`config.mk`:
```
export PLATFORM = sky130hd
export DESIGN_NAME = sw_debounce_sync
export DESIGN_NICKNAME = d
export VERILOG_FILES = /design/src/rtl/sw_debounce_sync.sv
export SDC_FILE = /design/constraint.sdc
export NUM_CORES = 1
export LEC_CHECK = 0
export ABC_CLOCK_PERIOD_IN_PS = 5000
export BUFFER_PORTS_ARGS = -buffer_cell sky130_fd_sc_hd__buf_2
export CAP_MARGIN = 40
export CORE_MARGIN = 1.5
export CORE_UTILIZATION = 55
export DETAILED_ROUTE_END_ITERATION = 12
export HOLD_SLACK_MARGIN = 0.1
export PLACE_DENSITY = 0.88
export SLEW_MARGIN = 20
export SYNTH_ARGS = -nofsm -noshare
export SYNTH_HDL_FRONTEND = slang
export SYNTH_SLANG_ARGS = --single-unit
```
`constraint.sdc`:
```
create_clock -name CLOCK_50 -period 5 [get_ports CLOCK_50]
set_input_delay 0.25 -clock CLOCK_50 [delete_from_list [all_inputs] [get_ports CLOCK_50]]
set_output_delay 0.25 -clock CLOCK_50 [all_outputs]
set_load 0.01 [all_outputs]
```
`src/rtl/sw_debounce_sync.sv`:
```
// sw_debounce_sync: two-flop synchroniser, tick-paced per-bit debounce and
// optional registered rise/fall pulses for the slide-switch bank.
// Optional feature macro: SW_DEBOUNCE_EDGE_OUT_EN builds the sw_rise/sw_fall
// pulse registers; when undefined both outputs are tied to 0.
`timescale 1ns/1ps
module sw_debounce_sync #(
   parameter int WIDTH      = 18,
   parameter int TICK_DIV   = 50000,
   parameter int STABLE_CNT = 4
) (
   input  logic             CLOCK_50,
   input  logic             reset,
   input  logic [WIDTH-1:0] sw_raw,
   output logic [WIDTH-1:0] sw_clean,
   output logic [WIDTH-1:0] sw_rise,
   output logic [WIDTH-1:0] sw_fall,
   output logic             sample_tick
);

   localparam int PW = $clog2(TICK_DIV);
   localparam int CW = $clog2(STABLE_CNT) + 1;
   localparam logic [PW-1:0] PRE_LAST = PW'(TICK_DIV - 1);
   localparam logic [CW-1:0] CNT_LAST = CW'(STABLE_CNT - 1);

   logic [WIDTH-1:0]          sync1_q, sync2_q;
   logic [WIDTH-1:0]          clean_q, clean_d;
   logic [WIDTH-1:0][CW-1:0]  cnt_q, cnt_d;
   logic [PW-1:0]             pre_q, pre_d;
   logic                      tick_q, tick_d;

   // Prescaler wraps at TICK_DIV-1; tick is registered so it is high exactly
   // while the counter holds TICK_DIV-1 and is 0 straight out of reset.
   always_comb begin
      pre_d  = (pre_q == PRE_LAST) ? '0 : pre_q + PW'(1);
      tick_d = (pre_d == PRE_LAST);
   end

   // Per-bit debounce: on a tick, a match clears the run, a full run of
   // differing samples accepts the new level, anything else extends the run.
   always_comb begin
      clean_d = clean_q;
      cnt_d   = cnt_q;
      if (tick_q) begin
         for (int i = 0; i < WIDTH; i++) begin
            if (sync2_q[i] == clean_q[i]) begin
               cnt_d[i] = '0;
            end else if (cnt_q[i] == CNT_LAST) begin
               clean_d[i] = sync2_q[i];
               cnt_d[i]   = '0;
            end else begin
               cnt_d[i] = cnt_q[i] + CW'(1);
            end
         end
      end
   end

   // State registers: synchroniser, prescaler, counters and accepted levels.
   always_ff @(posedge CLOCK_50) begin
      if (reset) begin
         sync1_q <= '0;
         sync2_q <= '0;
         pre_q   <= '0;
         tick_q  <= 1'b0;
         cnt_q   <= '0;
         clean_q <= '0;
      end else begin
         sync1_q <= sw_raw;
         sync2_q <= sync1_q;
         pre_q   <= pre_d;
         tick_q  <= tick_d;
         cnt_q   <= cnt_d;
         clean_q <= clean_d;
      end
   end

   assign sw_clean    = clean_q;
   assign sample_tick = tick_q;

`ifdef SW_DEBOUNCE_EDGE_OUT_EN
   logic [WIDTH-1:0] rise_q, fall_q;

   // Pulses land on the same edge as the accepted level they announce.
   always_ff @(posedge CLOCK_50) begin
      if (reset) begin
         rise_q <= '0;
         fall_q <= '0;
      end else begin
         rise_q <= clean_d & ~clean_q;
         fall_q <= ~clean_d & clean_q;
      end
   end

   assign sw_rise = rise_q;
   assign sw_fall = fall_q;
`else
   assign sw_rise = '0;
   assign sw_fall = '0;
`endif

endmodule

```
==> reports/qor.yml, run 1 <==
status: "complete, no violations"
synth_edf_count: 0
yosys_register_bits: 125
drc: 0
tightest_slew_ps: 749
async_flop_share_pct: 0
die-width_um: 103
p_leak_nw: 2.82
antenna_found_initial: 0
cts_tree: "yes"
htreeDepth: 4
synth-seq-area-share_pct: 45.1
synth_flop_cell: "dfxtp_1"
timing.critical_path.buf_inv: 1
die_area_mm2: 0.0107
crit_start: "sample_tick"
port_buffers: 38
firstDrtPassIters: 4
fin_crit_sh_pct: 40.1
initial_utilization_pct: 56.7
cts_buffer_depth: 2
ir_drop_v: 0.000255
rsz0062_at_grt: "no"
drv_cap: 0
hold_class: "in -> reg"
post_cts_resize_count: 0
cp_cell_sequence: "buf_4 -> nand3_1 -> mux2_2 -> nor2_1"
cp-end-kind: "register"
synthDistinctLibCells: 45
min_period_ps: 2010
numCtsBuffers: 17
slowest_stage: "dfxtp_2"
die_h_um: 103
cp_top_family: "flip-flops"
n_fill_cell: 714
setup_violations: 0
rows: 36
grt_pass1_wl_mm: 17.4
ioPinCount: 75
cts_hold_buf: 18
grt_max_degree: 63
cts_root_buffer: "clkbuf_8"
crit_end: "cnt_q[21]"
drt-wirelength-per-cell_um: 13.1
utilization_pct: 66.2
routed-via-count: 3990
path_depth: 4
path_clk_slew_ps: 60
ys_warn_count: 0
diodes: 0
worstSetupPathType: "reg -> reg"
overflow: 0
clock_latency_ps: 520
ant_nets: 0
grtUsageTotal_pct: 20.9
crit_required_ps: 5460
grt_pass1_vias: 4025
final_nets: 670
initialDrtViolationCount: 248
hold_depth: 2
syn_area_per_cell_um2: 9.54
cp-start-kind: "register"
drv_slew: 0
rr_endpoint: "cnt_q[21]"
drive_gt1_share_pct: 14.6
routed_wl_mm: 10.2
final_common_cell: "dfxtp_1"
dpl.hpwl_mm: 6.06
hold_viol: 0
syn-cell-area_mm2: 0.00554
r2r_cells: 4
tns_ps: 0
powerDensity_mw_per_mm2: 365
critical-path-max-stage-delay_ps: 820
place_area_mm2: 0.00568
fin_area_mm2: 0.00647
arrival_ps: 2460
avgViaCountPerCell: 5.14
cts.sinks: 125
whs_ps: 181
reg2reg_slack_ps: 2990
core-area_mm2: 0.00977
syn_inst: 581
worst-path-max-fanout: 62
fmax_ghz: 0.499
final_cell_mix: "124 x dfxtp_1, 52 x nor2_1, 39 x nor2b_1, 37 x buf_2, 36 x conb_1"
area_growth_pct: 16.8
timing.rr.start: "sample_tick"
cts_setup_buffers: 0
gp_congestion: 0.844
fin_skew_ps: 10.5
slew_headroom_pct: 50.0
-- per-layer routing --
layer,GRT usage [%],part of all wire [%],up-vias
met2,37.8,52,83
met3,6.18,4.0,19
met4,8.42,1.6,0
met5,0,0,-
li1,-,-,2001
met1,22.8,42,1887
-- power by group --
group,internal (mW),total (mW),switching (mW)
Combinational,0.0301,0.0721,0.0419
Sequential,1.01,1.02,0.00886
Clock,0.836,1.27,0.437
-- through the flow --
step,worst slack (ps),power [mW],instances
floorplan,3420,1.11,616
global placement,3160,1.10,726
detailed placement,3050,1.10,727
CTS,3020,2.37,777
global route,2830,2.44,777
finish,2990,2.37,777
-- cells in the mapped netlist, drive strengths merged, types with 18 or more instances --
cell type / count / area share [%]
nand4: 19 / 2.5
clkbuf: 18 / 1.2
xor2: 21 / 3.3
ha: 19 / 4.3
buf: 44 / 5.7
nor2: 53 / 3.6
nor2b: 39 / 4.4
inv: 20 / 1.4
nand3: 27 / 2.5
a21oi: 21 / 1.9
o21ai: 21 / 1.9
dfxtp: 125 / 45
nand2b: 34 / 3.8
and3b: 18 / 2.8
mux2i: 18 / 3.2
nand3b: 18 / 2.4
-- how the worst min path moves through the flow --
stage / from / to / slack (ps)
after detailed placement: sync1_q[11] / sync2_q[11] / 420
after CTS: reset / cnt_q[39] / 180
final: reset / sw_clean[14] / 180
after global placement: sync1_q[11] / sync2_q[11] / 420
after global routing: reset / cnt_q[0] / 200
after floorplan: sw_raw[0] / sync1_q[0] / 380
-- flip-flops by register name, summed over array words and instances (netlist names) --
name         flops
sw_clean        18
sync1_q         18
cnt_q           54
sync2_q         18
pre_q           16
sample_tick      1
-- final cells by class --
cell class	instances	area (µm²)	area share [%]
multi-input combinational	409	2720	41.9
timing repair buffer	58	400	6.18
tap	133	166	2.57
inverter	20	75.1	1.16
clock inverter	10	161	2.49
sequential	125	2500	38.7
clock buffer	22	453	7.00
-- kinds of logic after synthesis --
| kind of cell | synth area share [%] |
|---|---|
| multiplexers | 6.50 |
| flip-flops | 45.1 |
| other | 0.0676 |
| XOR/XNOR | 5.21 |
| AND/OR/NAND/NOR | 25.7 |
| buffers and inverters | 8.26 |
| AO/OA/AOI/OAI | 4.83 |
| adder cells (fa/ha/maj) | 4.29 |
(Power assumes the default switching activity.)
==> run 2: changes to the inputs <==
--- a/config.mk
+++ b/config.mk
@@ -5,7 +5,7 @@
 export SDC_FILE = /design/constraint.sdc
 export NUM_CORES = 1
 export LEC_CHECK = 0
-export ABC_CLOCK_PERIOD_IN_PS = 5000
+export ABC_CLOCK_PERIOD_IN_PS = 2100
 export BUFFER_PORTS_ARGS = -buffer_cell sky130_fd_sc_hd__buf_2
 export CAP_MARGIN = 40
 export CORE_MARGIN = 1.5
==> constraint.sdc (replaced) <==
create_clock -name CLOCK_50 -period 2.1 [get_ports CLOCK_50]
set_input_delay 0.105 -clock CLOCK_50 [delete_from_list [all_inputs] [get_ports CLOCK_50]]
set_output_delay 0.105 -clock CLOCK_50 [all_outputs]
set_load 0.01 [all_outputs]
==> run 2 against run 1 <==
Non-clock buffer count increased by 8. Sequential power increased by 140%. Clock power increased by 110%. Cell area increased by 0.71%. Flip-flop and latch count unchanged. Critical path depth increased by 2. Via count increased by 2.1%. Die area unchanged. Global-route usage increased by 0.95 points. Clock skew increased by 1.0 ps. Combinational power increased to 2.6 times the previous value. Register-to-register slack got worse by 2800 ps. Largest power group unchanged. Highest routed layer unchanged.
==> reports/qor.yml, run 2 (synthesis results as in run 1) <==
drive_gt1_share_pct: 14.6  # -0.026 points
antenna_found_initial: 0  # unchanged
largest_reg_flops: 54  # unchanged
arrival_ps: 2290  # -170 ps
swShare_pct: 21.4  # +0.83 points
cp_cell_sequence: "ha_1 -> and3_1 -> nand3_1 -> xor2_1 -> o21ai_1 -> nor4_2"
rsz0062_at_grt: "no"
diodes: 0  # unchanged
min_period_ps: 1870  # -140 ps
initialDrtViolationCount: 179  # -28%
port_buffers: 38  # unchanged
power_mw: 5.35  # +130%
r2r_cells: 6  # +2
p_leak_nw: 2.84  # +0.73%
overflow: 0  # unchanged
fin_crit_sh_pct: 88.8  # +49 points
fmax_ghz: 0.536  # +7.5%
p_int_mw: 4.20  # +120%
drt-met1-wl_mm: 4.42  # +3.0%
grt_max_degree: 59  # -6.3%
ioPinCount: 75  # unchanged
area_growth_pct: 17.6
final_common_cell: "dfxtp_1"
wl_met2_mm: 5.65  # +6.8%
final_nets: 678  # +1.2%
crit_end: "sample_tick"
post_cts_resize_count: 0  # unchanged
drt-wirelength-per-cell_um: 13.6  # +4.4%
drc: 0  # unchanged
htreeDepth: 4  # unchanged
ir_drop_v: 0.000637  # +150%
die_h_um: 103  # unchanged
grt_pass1_vias: 4085  # +1.5%
numCtsBuffers: 17  # unchanged
gp_congestion: 0.865  # +2.5%
powerDensity_mw_per_mm2: 820  # +120%
grt_pass1_wl_mm: 18.0  # +3.3%
p_sw_mw: 1.15  # +140%
clock_latency_ps: 520  # about the same
worstSetupPathType: "reg -> reg"
p_seq_share_pct: 45.5  # +2.3 points
final_cell_mix: "124 x dfxtp_1, 52 x nor2_1, 39 x nor2b_1, 37 x buf_2, 36 x conb_1"
dpl.hpwl_mm: 6.37  # +5.1%
cts_buffer_depth: 2  # unchanged
path_depth: 6  # +2
setup_violations: 0  # unchanged
slew_headroom_pct: 59.9  # +9.8 points
cp-start-kind: "register"
core-area_mm2: 0.00977  # unchanged
top_layer: "met4"
die_area_mm2: 0.0107  # unchanged
firstDrtPassIters: 4  # unchanged
slowest_stage: "dfxtp_1"
routed-via-count: 4072  # +2.1%
whs_ps: 332  # +151 ps
crit_start: "pre_q[0]"
reg2reg_slack_ps: 230  # -2760 ps
rows: 36  # unchanged
avgViaCountPerCell: 5.19  # +1.0%
crit_required_ps: 2520  # -2940 ps
fin_skew_ps: 11.5  # +1.03 ps
dr_wl_met3_um: 435  # +8.2%
rr_endpoint: "sample_tick"
initial_utilization_pct: 56.7  # unchanged
drv_cap: 0  # unchanged
cp_top_family: "simple AND/OR/NAND/NOR gates"
cts_root_buffer: "clkbuf_8"
ant_nets: 0  # unchanged
clock_power_share_pct: 51.0  # -2.8 points
status: "complete, no violations"
top_register: "cnt_q"
hold_class: "in -> reg"
cts_tree: "yes"
hold_viol: 0  # unchanged
cp-end-kind: "register"
n_fill_cell: 753  # +5.5%
timing.rr.start: "pre_q[0]"
grtUsageTotal_pct: 21.8  # +0.95 points
die-width_um: 103  # unchanged
critical-path-max-stage-delay_ps: 470  # -350 ps
tns_ps: 0  # unchanged
timing.critical_path.buf_inv: 0  # -1
routed_wl_mm: 10.7  # +5.5%
tightest_slew_ps: 602  # -147 ps
cts.sinks: 125  # unchanged
path_clk_slew_ps: 60  # about the same
drv_slew: 0  # unchanged
power_frac_comb_pct: 3.4  # +0.4 points
worst-path-max-fanout: 6  # -90%
run 2: how the worst min path moves through the flow:
stage	cells past startpoint	endpoint	slack, ps	start
3_5_place_dp	2	sync1_q[8]	320	sw_raw[8]
2_1_floorplan	1	sync1_q[0]	230	sw_raw[0]
5_1_grt	3	sync1_q[15]	340	sw_raw[15]
3_3_place_gp	2	sync1_q[6]	310	sw_raw[6]
4_1_cts	3	sync1_q[15]	320	sw_raw[15]
6_report	3	sync1_q[15]	330	sw_raw[15]
run 2: tightest hold or removal path: cells and delay by family:
family / cells / cell delay, ps
buffers and inverters: 2 / 600
AND/OR/NAND/NOR: 1 / 100
run 2: cell type report:
| type | count | area, µm² | area share [%] |
|---|---|---|---|
| Multi-Input combinational cell | 409 | 2720 | 41.6 |
| Sequential cell | 125 | 2500 | 38.4 |
| Timing Repair Buffer | 66 | 503 | 7.71 |
| Clock buffer | 21 | 439 | 6.73 |
| Tap cell | 133 | 166 | 2.55 |
| Clock inverter | 11 | 119 | 1.82 |
| Inverter | 20 | 75.1 | 1.15 |
run 2: through the flow:
step / instance area (µm²) / util, % / std cells / worst slack [ps]
finish: 6520 / 66.7 / 785 / 235
global route: 6520 / 66.7 / 785 / 95.1
CTS: 6520 / 66.7 / 785 / 258
detailed placement: 5710 / 58.4 / 728 / 273
global placement: 5710 / 58.4 / 728 / 358
floorplan: 5680 / - / 616 / 518
run 2: power groups by stage:
stage          combinational, mW  clock, mW  sequential, mW
2_1_floorplan              0.159          0            2.48
5_1_grt                    0.206       2.89            2.44
6_report                   0.184       2.73            2.43
4_1_cts                    0.179       2.77            2.43
3_3_place_gp               0.138          0            2.48
3_5_place_dp               0.143          0            2.48
run 2: repair_timing:
item,CTS,global route
endpoints found under the hold margin,43,0
setup buffers,0,0
hold buffers,25,0
run 2: per-layer routing:
layer / GRT usage, % / vias up
li1: - / 2004
met1: 23.1 / 1945
met2: 39.4 / 101
met3: 6.72 / 22
met4: 10.5 / 0
met5: 0 / -
==> run 3: changes to the inputs <==
--- a/config.mk
+++ b/config.mk
@@ -5,14 +5,14 @@
 export SDC_FILE = /design/constraint.sdc
 export NUM_CORES = 1
 export LEC_CHECK = 0
-export ABC_CLOCK_PERIOD_IN_PS = 2100
+export ABC_CLOCK_PERIOD_IN_PS = 1510
 export BUFFER_PORTS_ARGS = -buffer_cell sky130_fd_sc_hd__buf_2
 export CAP_MARGIN = 40
 export CORE_MARGIN = 1.5
-export CORE_UTILIZATION = 55
+export CORE_UTILIZATION = 52
 export DETAILED_ROUTE_END_ITERATION = 12
 export HOLD_SLACK_MARGIN = 0.1
-export PLACE_DENSITY = 0.88
+export PLACE_DENSITY = 0.87
 export SLEW_MARGIN = 20
 export SYNTH_ARGS = -nofsm -noshare
 export SYNTH_HDL_FRONTEND = slang
==> constraint.sdc (replaced) <==
create_clock -name CLOCK_50 -period 1.51 [get_ports CLOCK_50]
set_input_delay 0.0755 -clock CLOCK_50 [delete_from_list [all_inputs] [get_ports CLOCK_50]]
set_output_delay 0.0755 -clock CLOCK_50 [all_outputs]
set_load 0.01 [all_outputs]
==> run 3 against run 2 <==
Die area rose by 5.6%. Wire length rose by 0.33%. Critical path depth did not move. Clock skew down 0.73 ps. Cell area is 2.8% higher. Sequential share of layout area shrank 0.76 points. Total power increased by 36%. Core utilization shrank 1.8 points. Worst hold slack got worse by 26 ps. First-iteration DRC count decreased by 2.8%. Largest cell class unchanged.
==> reports/qor.yml, run 3 (synthesis results as in run 1) <==
hold_viol: 0  # unchanged
antenna_found_initial: 0  # unchanged
cts_buffer_depth: 2  # unchanged
grtUsageMet2_pct: 37.0  # -2.4 points
drv_slew: 0  # unchanged
ioPinCount: 75  # unchanged
setup_violations: 0  # unchanged
hold_class: "in -> reg"
die_h_um: 106  # +2.8%
fin_cells: 801  # +2.0%
diodes: 0  # unchanged
grt_max_degree: 61  # +3.4%
initialDrtViolationCount: 174  # -2.8%
critical-path-max-stage-delay_ps: 360  # -110 ps
firstDrtPassIters: 4  # unchanged
met1_usage_pct: 20.8  # -2.3 points
ant_nets: 0  # unchanged
top_usage_layer: "met2"
crit_required_ps: 1930  # -590 ps
drv_cap: 0  # unchanged
initial_utilization_pct: 53.7  # -3.0 points
routed-via-count: 4050  # -0.54%
rsz0062_at_grt: "yes"
cp-end-kind: "register"
status: "complete, no violations"
crit_start: "pre_q[1]"
drt-wirelength-per-cell_um: 13.4  # -1.7%
rows: 37  # +2.8%
die_area_mm2: 0.0113  # +5.6%
drive_gt1_share_pct: 20.3  # +5.7 points
p_leak_nw: 2.90  # +2.3%
slowest_stage: "dfxtp_2"
fin_skew_ps: 10.8  # -0.725 ps
overflow: 0  # unchanged
grtUsageTotal_pct: 19.9  # -1.9 points
grt_pass1_wl_mm: 18.0  # +0.31%
utilization_pct: 64.9  # -1.8 points
cp-start-kind: "register"
final_nets: 691  # +1.9%
arrival_ps: 1890  # -400 ps
cp_cell_sequence: "buf_6 -> nand4_4 -> nor3_1 -> o211a_1 -> o21ai_1 -> nor4_2"
numCtsBuffers: 17  # unchanged
cts_root_buffer: "clkbuf_8"
final_common_cell: "dfxtp_1"
r2r_cells: 6  # unchanged
core-area_mm2: 0.0103  # +5.6%
fin_crit_sh_pct: 97.4  # +8.6 points
use_met3_pct: 5.52  # -1.2 points
largest_reg_flops: 54  # unchanged
cts.sinks: 125  # unchanged
gp_congestion: 0.880  # +1.7%
ff_latch_area_mm2: 0.00252  # +0.75%
rr_endpoint: "sample_tick"
worstSetupPathType: "reg -> reg"
drc: 0  # unchanged
n_fill_cell: 786  # +4.4%
fin_area_mm2: 0.00670  # +2.8%
power_mw: 7.27  # +36%
die-width_um: 106  # +2.8%
crit_end: "sample_tick"
fmax_ghz: 0.680  # +27%
worst_slack_ps: 38.6  # -196 ps
reg2reg_slack_ps: 40  # -200 ps
multi_input_area_mm2: 0.00281  # +3.6%
place_area_mm2: 0.00583  # +2.0%
dp_cells: 745  # +2.3%
dpl_worst_slack_ps: -24.5  # -297 ps
routed_wl_mm: 10.7  # +0.33%
dpl.hpwl_mm: 6.52  # +2.4%
port_buffers: 38  # unchanged
area_growth_pct: 20.9
cts_tree: "yes"
powerDensity_mw_per_mm2: 1080  # +32%
top_register: "cnt_q"
path_clk_slew_ps: 60  # about the same
ir_drop_v: 0.00109  # +71%
avgViaCountPerCell: 5.06  # -2.5%
timing.rr.start: "pre_q[1]"
final_cell_mix: "113 x dfxtp_1, 51 x nor2_1, 39 x nor2b_1, 37 x buf_2, 36 x conb_1"
clock_latency_ps: 510  # about the same
grt_pass1_vias: 4156  # +1.7%
min_period_ps: 1470  # -394 ps
htreeDepth: 4  # unchanged
worst-path-max-fanout: 5  # -1
## run 3: per-layer routing
| layer | share of wire, % | routed length (µm) |
|---|---|---|
| met1 | 41 | 4450 |
| met2 | 54 | 5780 |
| met3 | 2.8 | 298 |
| met4 | 2.0 | 215 |
| met5 | 0 | 0 |
## run 3: how the worst min path moves through the flow
stage	endpoint	start	slack, ps	cells past startpoint
6_report	sync1_q[5]	sw_raw[5]	310	3
5_1_grt	sync1_q[3]	sw_raw[3]	320	3
4_1_cts	sync1_q[5]	sw_raw[5]	290	3
3_5_place_dp	sync1_q[5]	sw_raw[5]	290	2
3_3_place_gp	sync1_q[7]	sw_raw[7]	280	2
2_1_floorplan	sync1_q[0]	sw_raw[0]	200	1
## run 3: critical path, delay by kind of cell (launching register included)
kind                   cells  cell delay, ps
and+or+nand+nor            3             650
DFF                        1             360
buffers and inverters      1             140
AOI/OAI and AO/OA          2             230
## run 3: where the power goes
part / switching [mW] / leakage [nW] / internal [mW]
clock: 1.57 / 0.247 / 2.04
sequential: 0.0293 / 1.02 / 3.35
combinational: 0.155 / 1.63 / 0.124
## run 3: metrics by stage
stage,hold slack [ps],setup TNS [ps]
4_1_cts,290,0
5_1_grt,315,-762
3_5_place_dp,291,-85.5
2_1_floorplan,204,0
3_3_place_gp,283,0
6_report,306,0
## run 3: repair_timing
action                     4_1_cts  5_1_grt
resized for setup                5       24
setup endpoints to repair       14       14
cloned                           0        1
pin swaps                        0        7
hold buffers                    22        0
buffers inserted                 0        1
hold endpoints to repair        41        0
## run 3: final cells by class
class / count / area share [%]
tap: 136 / 2.54
timing repair buffer: 78 / 8.85
clock inverter: 14 / 1.66
sequential: 125 / 37.6
multi-input combinational: 410 / 42.0
clock buffer: 18 / 6.23
inverter: 20 / 1.12
